[config.mk]
export PLATFORM = sky130hd
export DESIGN_NAME = aos_strm_tx
export DESIGN_NICKNAME = d
export VERILOG_FILES = /design/src/rtl/aos_pkg.sv /design/src/rtl/aos_tx_fifo.sv /design/src/rtl/aos_strm_tx.sv
export SDC_FILE = /design/constraint.sdc
export NUM_CORES = 1
export LEC_CHECK = 0
export CAP_MARGIN = 10
export CORE_MARGIN = 2
export CORE_UTILIZATION = 52
export DETAILED_ROUTE_END_ITERATION = 12
export DONT_BUFFER_PORTS = 1
export PLACE_DENSITY = 0.67
export RECOVER_POWER = 50
export SLEW_MARGIN = 10
export SYNTH_ARGS = -nofsm -noshare
export SYNTH_HDL_FRONTEND = slang
export SYNTH_SLANG_ARGS = --single-unit
export TNS_END_PERCENT = 20
[constraint.sdc]
create_clock -name clk -period 4 [get_ports clk]
set_clock_uncertainty 0.1 [all_clocks]
set_input_delay 0.4 -clock clk [delete_from_list [all_inputs] [get_ports clk]]
set_output_delay 0.4 -clock clk [all_outputs]
set_load 0.03 [all_outputs]
[src/rtl/aos_pkg.sv]
// Shared constants and types for the AOS transmit stream path.
//   AOS_WORD_BYTES : bytes per bus word fed to the serializer
//   AOS_FW_WIDTH   : width of the frame-width field and byte counter
//   aos_tx_state_e : serializer FSM state encoding
package aos_pkg;

    localparam int AOS_WORD_BYTES = 4;
    localparam int AOS_FW_WIDTH   = 9;

    typedef enum logic {
        IDLE = 1'b0,
        SEND = 1'b1
    } aos_tx_state_e;

endpackage

[src/rtl/aos_tx_fifo.sv]
// Synchronous word FIFO with count-based full/empty flags.
// Storage is a register array; pop_data_o is the registered head entry and is
// valid whenever empty_o is low.
//   clk, rst          : clock, asynchronous active-low reset
//   push_i, push_data_i : write strobe and word (ignored while full)
//   pop_i             : consume the head word (ignored while empty)
//   pop_data_o        : head word
//   full_o, empty_o   : occupancy flags
module aos_tx_fifo #(
    parameter int WIDTH = 32,
    parameter int DEPTH = 4
) (
    input  logic             clk,
    input  logic             rst,
    input  logic             push_i,
    input  logic [WIDTH-1:0] push_data_i,
    input  logic             pop_i,
    output logic [WIDTH-1:0] pop_data_o,
    output logic             full_o,
    output logic             empty_o
);
    localparam int AW = $clog2(DEPTH);
    localparam logic [AW:0]   CNT_FULL = (AW+1)'(DEPTH);
    localparam logic [AW:0]   CNT_ONE  = (AW+1)'(1);
    localparam logic [AW-1:0] PTR_ONE  = AW'(1);

    logic [WIDTH-1:0] mem_q [DEPTH];
    logic [AW-1:0]    wr_ptr_q, wr_ptr_d;
    logic [AW-1:0]    rd_ptr_q, rd_ptr_d;
    logic [AW:0]      count_q, count_d;
    logic             push_ok, pop_ok;

    assign full_o     = (count_q == CNT_FULL);
    assign empty_o    = (count_q == '0);
    assign push_ok    = push_i && !full_o;
    assign pop_ok     = pop_i && !empty_o;
    assign pop_data_o = mem_q[rd_ptr_q];

    // DEPTH is a power of two, so the pointers wrap by natural overflow.
    always_comb begin
        wr_ptr_d = wr_ptr_q;
        rd_ptr_d = rd_ptr_q;
        count_d  = count_q;
        if (push_ok) begin
            wr_ptr_d = wr_ptr_q + PTR_ONE;
        end
        if (pop_ok) begin
            rd_ptr_d = rd_ptr_q + PTR_ONE;
        end
        case ({push_ok, pop_ok})
            2'b10:   count_d = count_q + CNT_ONE;
            2'b01:   count_d = count_q - CNT_ONE;
            default: count_d = count_q;
        endcase
    end

    always_ff @(posedge clk or negedge rst) begin
        if (!rst) begin
            wr_ptr_q <= '0;
            rd_ptr_q <= '0;
            count_q  <= '0;
        end else begin
            wr_ptr_q <= wr_ptr_d;
            rd_ptr_q <= rd_ptr_d;
            count_q  <= count_d;
        end
    end

    // Payload storage needs no reset: an entry is only read after it is written.
    always_ff @(posedge clk) begin
        if (push_ok) begin
            mem_q[wr_ptr_q] <= push_data_i;
        end
    end

endmodule

[src/rtl/aos_strm_tx.sv]
// AOS transmit stream: buffers 32-bit bus words and serializes them into
// 8-bit AXI4-Stream beats, least-significant byte first, framed to
// frame_width bytes with last. A frame never shares a word: when last is
// sent mid-word the remaining bytes of that word are dropped.
//   clk, rst            : clock, asynchronous active-low reset
//   frame_width         : bytes per frame, latched at each frame's first word (0 acts as 1)
//   word_*              : bus-side word write (valid/ready)
//   axi4_strm_out_*     : byte stream to the sink
//   frame_done_o        : pulses while the last beat handshakes
//   busy_o              : FIFO non-empty or a word is being sent
//
// state | meaning
// IDLE  | no word held; pop the FIFO head as soon as one is present
// SEND  | word_q holds a word; presenting byte byte_idx_q on the stream
module aos_strm_tx
    import aos_pkg::*;
#(
    parameter int AXI_DATA_WIDTH = 32,
    parameter int OUT_NBYTE      = 1,
    parameter int FIFO_DEPTH     = 4,
    parameter int FW_WIDTH       = AOS_FW_WIDTH
) (
    input  logic                      clk,
    input  logic                      rst,
    input  logic [FW_WIDTH-1:0]       frame_width,
    input  logic [AXI_DATA_WIDTH-1:0] word_wdata_i,
    input  logic                      word_valid_i,
    output logic                      word_ready_o,
    output logic [OUT_NBYTE*8-1:0]    axi4_strm_out_data,
    output logic                      axi4_strm_out_valid,
    input  logic                      axi4_strm_out_ready,
    output logic [OUT_NBYTE-1:0]      axi4_strm_out_keep,
    output logic                      axi4_strm_out_last,
    output logic                      frame_done_o,
    output logic                      busy_o
);
    localparam int                  IDX_W    = $clog2(AOS_WORD_BYTES);
    localparam logic [IDX_W-1:0]    IDX_ONE  = IDX_W'(1);
    localparam logic [IDX_W-1:0]    IDX_LAST = IDX_W'(AOS_WORD_BYTES - 1);
    localparam logic [FW_WIDTH-1:0] FW_ONE   = FW_WIDTH'(1);

    aos_tx_state_e             state_q, state_d;
    logic [AXI_DATA_WIDTH-1:0] word_q, word_d;
    logic [IDX_W-1:0]          byte_idx_q, byte_idx_d;
    logic [FW_WIDTH-1:0]       byte_cnt_q, byte_cnt_d;
    logic [FW_WIDTH-1:0]       frame_w_lat_q, frame_w_lat_d;

    logic [AXI_DATA_WIDTH-1:0] fifo_rdata;
    logic                      fifo_full, fifo_empty, fifo_pop;
    logic                      sending, beat_hs, last_beat, word_done;

    aos_tx_fifo #(
        .WIDTH (AXI_DATA_WIDTH),
        .DEPTH (FIFO_DEPTH)
    ) u_fifo (
        .clk         (clk),
        .rst         (rst),
        .push_i      (word_valid_i),
        .push_data_i (word_wdata_i),
        .pop_i       (fifo_pop),
        .pop_data_o  (fifo_rdata),
        .full_o      (fifo_full),
        .empty_o     (fifo_empty)
    );

    assign sending   = (state_q == SEND);
    assign beat_hs   = sending && axi4_strm_out_ready;
    assign last_beat = sending && (byte_cnt_q == frame_w_lat_q - FW_ONE);
    assign word_done = beat_hs && (last_beat || byte_idx_q == IDX_LAST);
    // Refill on the same edge the current word finishes, so back-to-back
    // words stream without a bubble.
    assign fifo_pop  = !fifo_empty && (!sending || word_done);

    // State register
    always_ff @(posedge clk or negedge rst) begin
        if (!rst) begin
            state_q <= IDLE;
        end else begin
            state_q <= state_d;
        end
    end

    // Next-state logic
    always_comb begin
        state_d = state_q;
        case (state_q)
            IDLE:    if (!fifo_empty) state_d = SEND;
            SEND:    if (word_done && fifo_empty) state_d = IDLE;
            default: state_d = IDLE;
        endcase
    end

    // Serializer datapath
    always_comb begin
        word_d        = word_q;
        byte_idx_d    = byte_idx_q;
        byte_cnt_d    = byte_cnt_q;
        frame_w_lat_d = frame_w_lat_q;
        if (beat_hs) begin
            byte_idx_d = byte_idx_q + IDX_ONE;
            byte_cnt_d = last_beat ? '0 : byte_cnt_q + FW_ONE;
        end
        if (fifo_pop) begin
            word_d     = fifo_rdata;
            byte_idx_d = '0;
            // A zero count after this edge means the popped word opens a frame.
            if (byte_cnt_d == '0) begin
                frame_w_lat_d = (frame_width == '0) ? FW_ONE : frame_width;
            end
        end
    end

    always_ff @(posedge clk or negedge rst) begin
        if (!rst) begin
            word_q        <= '0;
            byte_idx_q    <= '0;
            byte_cnt_q    <= '0;
            frame_w_lat_q <= '0;
        end else begin
            word_q        <= word_d;
            byte_idx_q    <= byte_idx_d;
            byte_cnt_q    <= byte_cnt_d;
            frame_w_lat_q <= frame_w_lat_d;
        end
    end

    // Outputs: all derived from registers, so they hold while the sink stalls.
    always_comb begin
        word_ready_o        = !fifo_full;
        axi4_strm_out_valid = sending;
        axi4_strm_out_keep  = {OUT_NBYTE{sending}};
        axi4_strm_out_data  = '0;
        if (sending) begin
            axi4_strm_out_data = word_q[{byte_idx_q, 3'b000} +: OUT_NBYTE*8];
        end
        axi4_strm_out_last  = last_beat;
        frame_done_o        = beat_hs && last_beat;
        busy_o              = !fifo_empty || sending;
    end

endmodule

### After elaboration in Yosys (flattened, before gate mapping)

Memory sizes are Yosys's and may differ from the RTL's. A register that Yosys moved wholly into a read port is not among the register bits.
Index checks and enable logic that the tools add are counted.

* $add $sub $neg: 7
* multipliers: 0
* divide/modulo/power cells: 0
* $lt $le $gt $ge: 0
* equal/unequal tests: 5
* shifts and indexed selects: 1
* mux-type cells: 12
* bitwise logic cells: 1
* reductions and logical operators: 21

Operators with widths (count)
* $shiftx A32 B6 Y8: 1
* $mux W9: 3
* $logic_not A9 Y1: 2
* $add A9 B1 Y9 const B: 1
* $eq A9 B9 Y1: 1
* $sub A9 B1 Y9 const B: 1
* $logic_and A1 B1 Y1: 8
* $mux W8: 1
* $add A2 B1 Y2 const B: 3
* $pmux W3 S2: 1
* $eq A2 B2 Y1 const B: 2
* $logic_not A1 Y1: 4
* $mux W1: 4
* $mux W2: 2
* $reduce_bool A2 Y1: 2
* $add A3 B1 Y3 const B: 1
* $eq A3 B3 Y1 const B: 1
* $logic_not A3 Y1: 1
* $logic_or A1 B1 Y1: 3
* $sub A3 B1 Y3 const B: 1
* $eq A2 B1 Y1 const B: 1
* $pmux W1 S2: 1
* $reduce_and A2 Y1: 1
* $not A1 Y1: 1

* register bits after elaboration: 28
* latch bits: 0
* bits in writable memories: 128
* memory bits (read-only): 0
* output and inout port bits: 14
* word-level logic and storage cells: 55
* memories: 1

Memories
* u_fifo.mem_q: words 4, bits a word 32, rd ports 1, clocked after Yosys merged registers in 1, write ports 1, RTL line aos_tx_fifo.sv:27 `logic [WIDTH-1:0] mem_q [DEPTH];`

### Logic depth before layout (Yosys ltp)

Gate-level depths: netlist (run 1).

* word-level depth: 10
* gate-level depth with buffers: 14
* mapped depth without buffers: 13

### By module

A second synthesis (run 1) with hierarchy kept.

* cells, all modules: 444
* area total of the unflattened synthesis: 7933.9 um^2

By module, submodules not included
* aos_tx_fifo: times used 1, cells each 205, area an instance 5091.1 um^2, seq. area each 4018.9 um^2
* aos_strm_tx: times used 1, cells each 239, area an instance 2842.7 um^2, seq. area each 1326.3 um^2

### Worst setup path after synthesis (run 1)

Ideal clock, no wire load.

* kind: reg-to-reg
* from: register frame_w_lat_q[0]
* to: register u_fifo.count_q[1]
* library setup time: 0.125 ns
* data arrival time: 3.343 ns
* slack: 0.432 ns
* stages on the path, launching flop included: 13
* buffers on the path: 1
* period minus slack after synthesis: 3.568 ns
* cells stage by stage: dfrtp_1 -> inv_1 -> ha_1 -> or3b_1 -> or4_1 -> a211oi_1 -> o211ai_1 -> o21a_1 -> inv_2 -> buf_4 -> ha_1 -> fa_1 -> mux2_2

* longest elaborated chain between the ends: 10
* elaborated cells on any way between the ends: 12
* those cells by class: add/sub (1); eq/ne (3); mux (1); reduce/logical (7)

RTL lines
* start: declaration: RTL line aos_strm_tx.sv:46 `logic [FW_WIDTH-1:0] frame_w_lat_q, frame_w_lat_d;`
* start signal: assignment: RTL line aos_strm_tx.sv:123 `frame_w_lat_q <= frame_w_lat_d;`
* $sub A9 B1 Y9 (*): RTL line aos_strm_tx.sv:68 `assign last_beat = sending && (byte_cnt_q == frame_w_lat_q - FW_ONE);`
* $eq A9 B9 Y1 (*): RTL line aos_strm_tx.sv:68
* $logic_and A1 B1 Y1 (*): RTL line aos_strm_tx.sv:68
* $logic_or A1 B1 Y1 (*): RTL line aos_strm_tx.sv:69 `assign word_done = beat_hs && (last_beat || byte_idx_q == IDX_LAST);`
* $logic_and A1 B1 Y1 (*): RTL line aos_strm_tx.sv:69
* $logic_or A1 B1 Y1 (*): RTL line aos_strm_tx.sv:72 `assign fifo_pop = !fifo_empty && (!sending || word_done);`
* $logic_and A1 B1 Y1 (*): RTL line aos_strm_tx.sv:72
* named net fifo_pop: RTL line aos_strm_tx.sv:49 `logic fifo_full, fifo_empty, fifo_pop;`
* $logic_and A1 B1 Y1 (*): RTL line aos_tx_fifo.sv:36 `assign pop_ok = pop_i && !empty_o;`
* $eq A2 B1 Y1 / $eq A2 B2 Y1 (equally long branches): RTL line aos_tx_fifo.sv:50 `case ({push_ok, pop_ok})`
* $pmux W3 S2 (*): RTL line aos_tx_fifo.sv:50
* named net u_fifo.count_d[1]: RTL line aos_tx_fifo.sv:30 `logic [AW:0] count_q, count_d;`
* end signal: assignment: RTL line aos_tx_fifo.sv:65 `count_q <= count_d;`
* end: declaration: RTL line aos_tx_fifo.sv:30

Mark *: on every way through the listed nets, which the timed path passes. The rest lies on a longest branch.
A chain may end at the register's enable or synchronous reset.

### Worst setup path in the final report (run 1)

* from: register frame_w_lat_q[0]
* to: register u_fifo.count_q[1]

* longest elaborated chain between the ends: 10
* elaborated cells on any way between the ends: 12
* those cells by class: add/sub (1); eq/ne (3); mux (1); reduce/logical (7)

RTL lines (RTL line)
* $sub A9 B1 Y9 (*): aos_strm_tx.sv:68
* $eq A9 B9 Y1 (*): aos_strm_tx.sv:68
* $logic_and A1 B1 Y1 (*): aos_strm_tx.sv:68
* $logic_or A1 B1 Y1 (*): aos_strm_tx.sv:69
* $logic_and A1 B1 Y1 (*): aos_strm_tx.sv:69
* $logic_or A1 B1 Y1 (*): aos_strm_tx.sv:72
* $logic_and A1 B1 Y1 (*): aos_strm_tx.sv:72
* $logic_and A1 B1 Y1 (*): aos_tx_fifo.sv:36
* $eq A2 B1 Y1 / $eq A2 B2 Y1 (equally long branches): aos_tx_fifo.sv:50
* $pmux W3 S2 (*): aos_tx_fifo.sv:50
* named net u_fifo.count_d[1]: aos_tx_fifo.sv:30

Marked as above.

==> impl_metrics.tcl, run 1 <==
set metrics [dict create \
    rsz0062_at_grt "no" \
    synth_top_area_share_pct 48.8 \
    ff2ff_path_depth 11 \
    setup_viol 0 \
    clock-root-buffer "clkbuf_16" \
    antenna_found_initial 0 \
    required_ns 4.20 \
    design_area_mm2 0.00905 \
    powerDensity_mw_per_mm2 711 \
    synthCells 451 \
    drive_gt1_share_pct 26.3 \
    violations "max-capacitance violations, max-slew violations" \
    routabilityCongestion 0.798 \
    reg2reg_from "frame_w_lat_q[0]$_DFFE_PN0P_" \
    clk_pin_slew_ns 0.07 \
    syn-num-nets 505 \
    routedWlPerCell_um 20.2 \
    grt_max_degree 61 \
    crit_type "flop to flop" \
    finalHoldViolCount 0 \
    worstPathArrival_ns 3.79 \
    hp-start "frame_width[2]" \
    synth_top_area_cell "edfxtp_1" \
    die_w_um 127 \
    setup_tns_ns 0 \
    placeableCoreArea_mm2 0.0146 \
    ys_warn_count 0 \
    die_area_mm2 0.0161 \
    vias 4002 \
    die_h_um 127 \
    finalCriticalPeriod_ns 3.59 \
    ios 59 \
    relSlewSlack_pct -42.0 \
    drcViolationCount 0 \
    drtIter0Drc 226 \
    fin_crit_sh_pct 89.7 \
    cts_sinks 188 \
    synth_edf_count 128 \
    cts_setup_buffers 0 \
    hold_buffers 34 \
    htree_levels 4 \
    timing.reg2reg.setup_slack_ns 0.41 \
    p_leak_nw 3.28 \
    holdPathStages 1 \
    diodes 0 \
    first_pass_iters 5 \
    clkLatencyLatePin_ns 0.42 \
    worstMarginPinSlew_ns 2.13 \
    end_kind "flop" \
    status "complete, but fails checks" \
    port_buffers 0 \
    cts_buffer_depth 2 \
    wl_mm 14.0 \
    vias_per_cell 5.77 \
    drtAntennaViolNets 0 \
    grt.overflow.total 0 \
    cts_tree "yes" \
    numCtsBuffers 17 \
    syn_to_final_growth_pct 15.0 \
    crit_path_start_kind "flop" \
    hold-path-endpoint "frame_w_lat_q[2]$_DFFE_PN0P_" \
    max_freq_ghz 0.279 \
    finalMaxSlewViolations 33 \
    yosys-top-cells-area "edfxtp_1, dfrtp_1, mux4_2" \
    synthArstFlopShare_pct 31.9 \
    finalNetCount 550 \
    syn_avg_cell_area_um2 17.4 \
    r2r-end "u_fifo.count_q[1]$_DFFE_PN0P_" \
    rows 44 \
    crit_fanout 5 \
    ir_worst_vdd_uv 356 \
    syn-cell-area_mm2 0.00787 \
    hp-class "input port to flop" \
    grt_pass1_wl_mm 23.1 \
    start_util_pct 53.7 \
    track_usage_pct 18.9 \
    max_cap_violations 1 \
    ys_types 47 \
    post-dp-hpwl_mm 8.79 \
    ys_seq_area_share_pct 67.9 \
    first_global_vias 4199 \
    placed_area_mm2 0.00810 \
    ys_ff_latch 188 \
    ys.flop_type "edfxtp_1" \
    cts_resized 0 \
]
## report_power, final
group	internal (W)	leakage [nW]	switching [W]
Clock	0.000945	0.292	0.000749
Sequential	0.00262	1.88	0.000336
Combinational	0.000872	1.11	0.000910
## sequential cells by signal, summed over array words and instances (netlist names), 2 cells and up
| signal | cells |
|---|---|
| u_fifo.mem_q | 128 |
| u_fifo.wr_ptr_q | 2 |
| byte_idx_q | 2 |
| u_fifo.count_q | 3 |
| word_q | 32 |
| frame_w_lat_q | 9 |
| u_fifo.rd_ptr_q | 2 |
| byte_cnt_q | 9 |
## critical path, cell delays in order, from the launching register on
cell      delay (ns)
dfrtp_1         0.41
inv_1           0.09
ha_1            0.24
or3b_1          0.38
or4_1           0.47
a211oi_1        0.31
o211ai_1        0.24
o21a_1          0.27
inv_2           0.07
ha_1            0.19
fa_1            0.43
mux2_2          0.27
## cell type report
| cell class | instances | area, um2 |
|---|---|---|
| inverter | 10 | 37.5 |
| clock buffer | 17 | 425 |
| sequential | 188 | 5350 |
| clock inverter | 15 | 176 |
| tap | 184 | 230 |
| fill | 1050 | 5590 |
| multi-input combinational | 233 | 2390 |
| timing repair buffer | 46 | 440 |
## layout by cell type (no fill, tap or decap), types with 2 or more instances in the layout
cell type and count:
buf_4 10, inv_1 9, clkbuf_16 17, clkbuf_1 2
or3_1 2, xor2_1 8, mux4_2 40, nor2_1 13
or4_1 3, edfxtp_1 128, dfrtp_1 59, inv_6 6
nor3_1 7, and2_1 10, clkinvlp_4 2, inv_8 2
nor4_1 4, mux2i_1 2, o31ai_1 2, nand2_1 20
xnor2_1 12, dlygate4sd3_1 33, and3_1 8, ha_1 8
o211ai_1 3, nand3_1 9, clkinv_2 2, nand4_1 2
mux2_2 40, o221ai_1 3, or2_2 4, nand2b_1 4
o21ai_0 10, bufinv_16 2
## stage by stage
stage,total power [W],setup slack (ns),instances,utilization (%),hold WS [ns]
finish,0.00643,0.410,693,61.8,0.0288
global route,0.00678,0.175,693,61.8,0.00499
CTS,0.00652,0.407,693,61.9,0.00962
detailed placement,0.00477,0.421,627,55.3,0.00611
global placement,0.00471,0.508,627,55.3,0.00602
floorplan,0.00434,0.432,451,-,0.00441
## Yosys cell counts (3+ instances only)
library cell  instances
nor2_1               13
and2_1               11
inv_1                 9
buf_4                 4
nand2_1              20
nor4_1                4
o211ai_1              3
dfrtp_1              60
or2_2                 4
nand3_1               9
and3_1                8
nand2b_1              4
edfxtp_1            128
o221ai_1              3
mux4_2               40
clkbuf_1             15
o21ai_0              10
mux2_2               40
xor2_1                8
or4_1                 3
xnor2_1              12
nor3_1                7
ha_1                  8
## how the worst max path moves through the flow
| stage | startpoint | end | depth (start not counted) |
|---|---|---|---|
| final | frame_w_lat_q[0]$_DFFE_PN0P_ | u_fifo.count_q[1]$_DFFE_PN0P_ | 11 |
| after global placement | frame_w_lat_q[0]$_DFFE_PN0P_ | u_fifo.count_q[1]$_DFFE_PN0P_ | 11 |
| after global routing | frame_w_lat_q[0]$_DFFE_PN0P_ | u_fifo.count_q[1]$_DFFE_PN0P_ | 11 |
| after floorplan | frame_w_lat_q[0]$_DFFE_PN0P_ | u_fifo.count_q[1]$_DFFE_PN0P_ | 12 |
| after detailed placement | frame_w_lat_q[0]$_DFFE_PN0P_ | u_fifo.count_q[1]$_DFFE_PN0P_ | 11 |
| after CTS | frame_w_lat_q[0]$_DFFE_PN0P_ | u_fifo.count_q[1]$_DFFE_PN0P_ | 11 |
## metal layers
metal	vias up	GRT usage, %	wire [um]
li1	1847	-	-
met1	2051	24.4	5870
met2	85	32.3	7370
met3	19	4.90	605
met4	0	5.30	176
met5	-	0	0
## logic make-up after synthesis
family,share of synthesized area (%)
flops,67.9
simple gates,6.55
mux,17.6
buf+inv,1.64
compound gates,2.56
xor+xnor,2.23
fa+ha+maj,1.53
(Power assumes the default switching activity.)
==> run 2, diff against run 1 <==
PLACE_DENSITY = 0.69   (was 0.67)
==> impl_metrics.tcl, run 2 (same netlist as run 1, synthesis figures left out) <==
set metrics [dict create \
    status "complete, but fails checks" \
    violations "max-capacitance violations, max-slew violations" \
    ff2ff_path_depth 11 \
    finalCriticalPeriod_ns 3.59 \
    cpPeakStageDelay_ns 0.47 \
    p_leak_nw 3.26 \
    ios 59 \
    final_common_cell "edfxtp_1" \
    first_pass_iters 4 \
    regMostFlops "u_fifo.mem_q" \
    drtIter0Drc 264 \
    routabilityCongestion 0.821 \
    start_util_pct 53.7 \
    fin_crit_sh_pct 89.7 \
    port_buffers 0 \
    worstMarginPinSlew_ns 2.14 \
    clock-root-buffer "clkbuf_16" \
    setup_tns_ns 0 \
    dpl.cell_count 627 \
    max_cap_violations 2 \
    die_area_mm2 0.0161 \
    cts_resized 0 \
    top_regs "u_fifo.mem_q x128, word_q x32" \
    track_usage_pct 19.4 \
    antenna_found_initial 0 \
    place_ws_ns 0.433 \
    end_kind "flop" \
    reg2reg_from "frame_w_lat_q[0]$_DFFE_PN0P_" \
    cts_tree "yes" \
    finalHoldViolCount 0 \
    ir_worst_vdd_uv 457 \
    setup_viol 0 \
    placeableCoreArea_mm2 0.0146 \
    vias 4043 \
    grt_pass1_wl_mm 23.2 \
    largest_reg_flops 128 \
    timing.final.ws_setup_ns 0.411 \
    final_util_pct 61.6 \
    drcViolationCount 0 \
    diodes 0 \
    timing.reg2reg.setup_slack_ns 0.41 \
    routedWlPerCell_um 20.6 \
    cts_sinks 188 \
    rows 44 \
    relSlewSlack_pct -42.8 \
    required_ns 4.21 \
    syn_to_final_growth_pct 14.7 \
    hp-class "input port to flop" \
    wl_mm 14.3 \
    p_total_w 0.00635 \
    r2r-end "u_fifo.count_q[1]$_DFFE_PN0P_" \
    clkLatencyLatePin_ns 0.42 \
    grt_max_degree 61 \
    numCtsBuffers 17 \
    finalMaxSlewViolations 66 \
    final_cell_mix "edfxtp_1, dfrtp_1, mux4_2, mux2_2, dlygate4sd3_1" \
    die_w_um 127 \
    cpMostUsedCell "ha_1" \
    drive_gt1_share_pct 25.9 \
    vias_per_cell 5.83 \
    crit_start "frame_w_lat_q[0]$_DFFE_PN0P_" \
    max_freq_ghz 0.279 \
    rsz0062_at_grt "no" \
    cpMaxStageDelayCell "or4_1" \
    crit_path_start_kind "flop" \
    finalNetCount 551 \
    crit_fanout 5 \
    drtAntennaViolNets 0 \
    grt.overflow.total 0 \
    post-dp-hpwl_mm 8.80 \
    clk_pin_slew_ns 0.07 \
    crit_chain "inv_1 > ha_1 > or3b_1 > or4_1 > a211oi_1 > o211ai_1 > o21a_1 > inv_2 > ha_1 > fa_1 > mux2_2" \
    first_global_vias 4366 \
    powerDensity_mw_per_mm2 704 \
    die_h_um 127 \
    crit_type "flop to flop" \
    worstPathArrival_ns 3.80 \
    htree_levels 4 \
    layout.cells.non_filler 694 \
    endpoint "u_fifo.count_q[1]$_DFFE_PN0P_" \
    cts_buffer_depth 2 \
]
run 2: cell types whose count changed in the layout (fill, tap and decap cells not counted), sizes merged:
cell | previous run | this run
buf | 11 | 10
inv | 18 | 16
clkinv | 3 | 5
dlygate4sd3 | 33 | 34
bufinv | 2 | 0
clkbuf | 19 | 22
run 2: worst min path at each step:
stage | start | end | slack (ns) | cells after the start
floorplan | rst | axi4_strm_out_keep$_DFF_PN0_ | 0.004 | 0
global placement | rst | frame_w_lat_q[6]$_DFFE_PN0P_ | 0.006 | 0
detailed placement | rst | frame_w_lat_q[4]$_DFFE_PN0P_ | 0.006 | 0
CTS | frame_width[5] | frame_w_lat_q[5]$_DFFE_PN0P_ | 0.003 | 1
global route | frame_width[4] | frame_w_lat_q[4]$_DFFE_PN0P_ | 0.003 | 1
finish | frame_width[8] | frame_w_lat_q[8]$_DFFE_PN0P_ | 0.02 | 1
run 2: through the flow:
stage	hold slack (ns)	instance area, um2
after floorplan	0.00441	7870
after global placement	0.00627	8100
after detailed placement	0.00621	8100
after CTS	0.00274	9020
after global routing	0.00313	9020
final	0.0219	9020
run 2: report_power, final:
group,switching [W],internal [W],total [W]
Combinational,0.000908,0.000869,0.00178
Sequential,0.000353,0.00263,0.00298
Clock,0.000754,0.000839,0.00159
Total,0.00202,0.00434,0.00635
run 2: area by class of cell:
type | count | area [um2]
Fill cell | 1072 | 5620
Multi-Input combinational cell | 233 | 2390
Inverter | 10 | 37.5
Tap cell | 184 | 230
Timing Repair Buffer | 47 | 447
Clock inverter | 13 | 125
Sequential cell | 188 | 5350
Clock buffer | 19 | 443
run 2: timing repair:
item,in CTS,in global routing
buffers inserted,0,0
hold buffers,34,1
endpoints found under the hold margin,188,1
run 2: critical path: cells and delay by family, from the launching register on:
kind | cells | cell delay (ns)
compound gates | 3 | 0.83
fa+ha+maj | 3 | 0.85
buf+inv | 2 | 0.16
flops | 1 | 0.41
mux | 1 | 0.26
simple gates | 2 | 0.86
run 2: metal layers:
layer	vias up	wire (um)	track usage, %
li1	1841	-	-
met1	2108	5890	23.9
met2	80	7730	34.1
met3	14	548	4.69
met4	0	161	6.40
met5	-	0	0
==> run 3, diff against run 2 <==
ABC_AREA = 1   (was not set)
==> impl_metrics.tcl, run 3 <==
set metrics [dict create \
    rsz0062_at_grt "no" \
    ys_ff_latch 188 \
    wl_mm 16.4 \
    required_ns 4.22 \
    start_util_pct 52.9 \
    die_h_um 128 \
    multiInputGateArea_mm2 0.00225 \
    synth_top_area_cell "edfxtp_1" \
    yosys.area_share.xor_xnor_pct 1.87 \
    synth_compound_area_share_pct 11.8 \
    numCtsBuffers 17 \
    ios 59 \
    end_kind "flop" \
    syn-cell-area_mm2 0.00798 \
    drtIter0Drc 365 \
    yosys.area_share.adder_pct 1.51 \
    clockPowerShare_pct 24.8 \
    power_switching_share_pct 36.6 \
    hold_buffers 34 \
    max_freq_ghz 0.301 \
    vias_per_cell 5.50 \
    crit_type "flop to flop" \
    clock-root-buffer "clkbuf_16" \
    first_global_vias 5411 \
    ys.flop_type "edfxtp_1" \
    finalMaxSlewViolations 0 \
    ir_worst_vdd_uv 369 \
    timing.reg2reg.setup_slack_ns 0.68 \
    setup_viol 0 \
    finalNetCount 813 \
    synthMuxAreaShare_pct 0.141 \
    die_w_um 128 \
    die_area_mm2 0.0164 \
    ys_seq_area_share_pct 67.0 \
    grt.overflow.total 0 \
    regMostFlops "u_fifo.mem_q" \
    p_comb_share_pct 31.7 \
    synthCells 726 \
    final_common_cell "nand2_1" \
    cts_tree "yes" \
    drtAntennaViolNets 0 \
    first_pass_iters 5 \
    rows 45 \
    p_int_w 0.00418 \
    status "finished, final reports clean" \
    worstPathArrival_ns 3.54 \
    final_cell_mix "nand2_1, edfxtp_1, o21ai_0" \
    clkLatencyLatePin_ns 0.44 \
    grt_pass1_wl_mm 26.7 \
    max_cap_violations 0 \
    finalHoldViolCount 0 \
    vias 5281 \
    grt_max_degree 61 \
    yosys.area_share.simple_pct 12.8 \
    regArea_mm2 0.00535 \
    finalCriticalPeriod_ns 3.32 \
    routedWlPerCell_um 17.1 \
    power.share.sequential_pct 43.5 \
    hp-class "input port to flop" \
    clk_pin_slew_ns 0.07 \
    yosys-top-cells-area "edfxtp_1, dfrtp_1, nand2_1" \
    synth_top_family_by_area "simple AND/OR/NAND/NOR gates" \
    largest_reg_flops 128 \
    cts_resized 0 \
    setup_tns_ns 0 \
    relSlewSlack_pct 45.5 \
    fin_crit_sh_pct 83.0 \
    routabilityCongestion 0.864 \
    drcViolationCount 0 \
    cts_sinks 188 \
    placeableCoreArea_mm2 0.0151 \
    top_regs "u_fifo.mem_q x128, word_q x32" \
    worstMarginPinSlew_ns 0.820 \
    cts_setup_buffers 0 \
    track_usage_pct 21.4 \
    power.switching_w 0.00241 \
    syn_avg_cell_area_um2 11.0 \
    htree_levels 4 \
    antenna_found_initial 0 \
    drive_gt1_share_pct 8.03 \
    synth_edf_count 128 \
    fillCellCount 1193 \
    synthArstFlopShare_pct 31.9 \
    crit_fanout 36 \
    p_leak_nw 3.66 \
    synth_top_area_share_pct 48.2 \
    ys_types 33 \
    yosysMostFrequentCell "nand2_1" \
    syn_to_final_growth_pct 14.4 \
    port_buffers 0 \
    powerDensity_mw_per_mm2 722 \
    ys_warn_count 0 \
    syn-num-nets 780 \
    crit_path_start_kind "flop" \
    yosys-top-cells-count "nand2_1, edfxtp_1, o21ai_0, nor2_1" \
    post-dp-hpwl_mm 10.2 \
    diodes 0 \
    p_total_w 0.00659 \
    cts_buffer_depth 2 \
]
[run 3: cell types whose count changed in the layout (fill, tap and decap cells not counted), sizes merged, moves of 8 or more]
cell	change
o22ai	+16
nand2	+132
a32o	+16
mux2	-40
inv	+48
and3	-8
a21oi	+43
mux4	-40
o21ai	+79
nand3	+13
nor2	+53
and2	-11
[run 3: final timing paths]
path / start / endpoint / cells past startpoint
worst min-delay path: frame_width[1] / frame_w_lat_q[1]$_DFFE_PN0P_ / 2
max in group asynchronous: rst / u_fifo.rd_ptr_q[0]$_DFFE_PN0P_ / 2
worst max register to register: frame_w_lat_q[0]$_DFFE_PN0P_ / u_fifo.count_q[2]$_DFFE_PN0P_ / 16
worst max-delay path: frame_w_lat_q[0]$_DFFE_PN0P_ / u_fifo.count_q[2]$_DFFE_PN0P_ / 16
worst min register to register: word_q[31]$_DFFE_PN0P_ / word_q[31]$_DFFE_PN0P_ / 2
min in group asynchronous: rst / frame_w_lat_q[6]$_DFFE_PN0P_ / 2
[run 3: logic make-up (layout without fill, tap and decap cells)]
| kind of cell | count (synthesis) | count (layout) |
|---|---|---|
| xor gates and xnor gates | 17 | 17 |
| and+or+nand+nor | 246 | 246 |
| AOI/OAI and AO/OA | 167 | 167 |
| muxes | 1 | 1 |
| DFF | 188 | 188 |
| adders and majority gates | 9 | 9 |
| buffers and inverters | 98 | 144 |
[run 3: area by class of cell]
type	instances	area share (%)
Tap cell	188	2.58
Multi-Input combinational cell	440	24.7
Inverter	65	2.67
Clock inverter	14	1.58
Timing Repair Buffer	47	5.21
Sequential cell	188	58.6
Clock buffer	18	4.70
[run 3: routing by layer]
layer  global-route usage (%)  wire, um
met1                     26.1      6770
met5                        0         0
met3                     5.18       843
met2                     37.0      8430
met4                     8.27       386
[run 3: power by group through the flow]
stage	Clock, W	Combinational (W)	Sequential (W)
2_1_floorplan	0	0.00155	0.00278
3_3_place_gp	0	0.00194	0.00288
3_5_place_dp	0	0.00200	0.00291
4_1_cts	0.00165	0.00207	0.00287
5_1_grt	0.00172	0.00234	0.00292
6_report	0.00164	0.00209	0.00287
[run 3: through the flow]
| step | std cells | util (%) | hold slack [ns] | instance area (um2) | worst slack [ns] |
|---|---|---|---|---|---|
| floorplan | 726 | - | 0.00441 | 7980 | 1.15 |
| global placement | 893 | 54.1 | 0.00765 | 8170 | 0.887 |
| detailed placement | 893 | 54.1 | 0.00702 | 8170 | 0.709 |
| CTS | 959 | 60.3 | 0.00590 | 9100 | 0.682 |
| global route | 960 | 60.5 | 0.0120 | 9130 | 0.348 |
| finish | 960 | 60.5 | 0.0223 | 9130 | 0.679 |
[run 3: worst max-delay path, cell delays in order (launching register included)]
cell and delay, ns:
dfrtp_1 0.41, inv_1 0.09, ha_1 0.31, nand2_4 0.09
nor2_1 0.13, xor2_1 0.18, nor2_2 0.07, nand3_2 0.17
nand2_1 0.15, nand2_2 0.08, buf_4 0.30, inv_2 0.07
ha_1 0.24, fa_1 0.39, a21oi_1 0.15, o21ai_0 0.12
xnor2_1 0.14
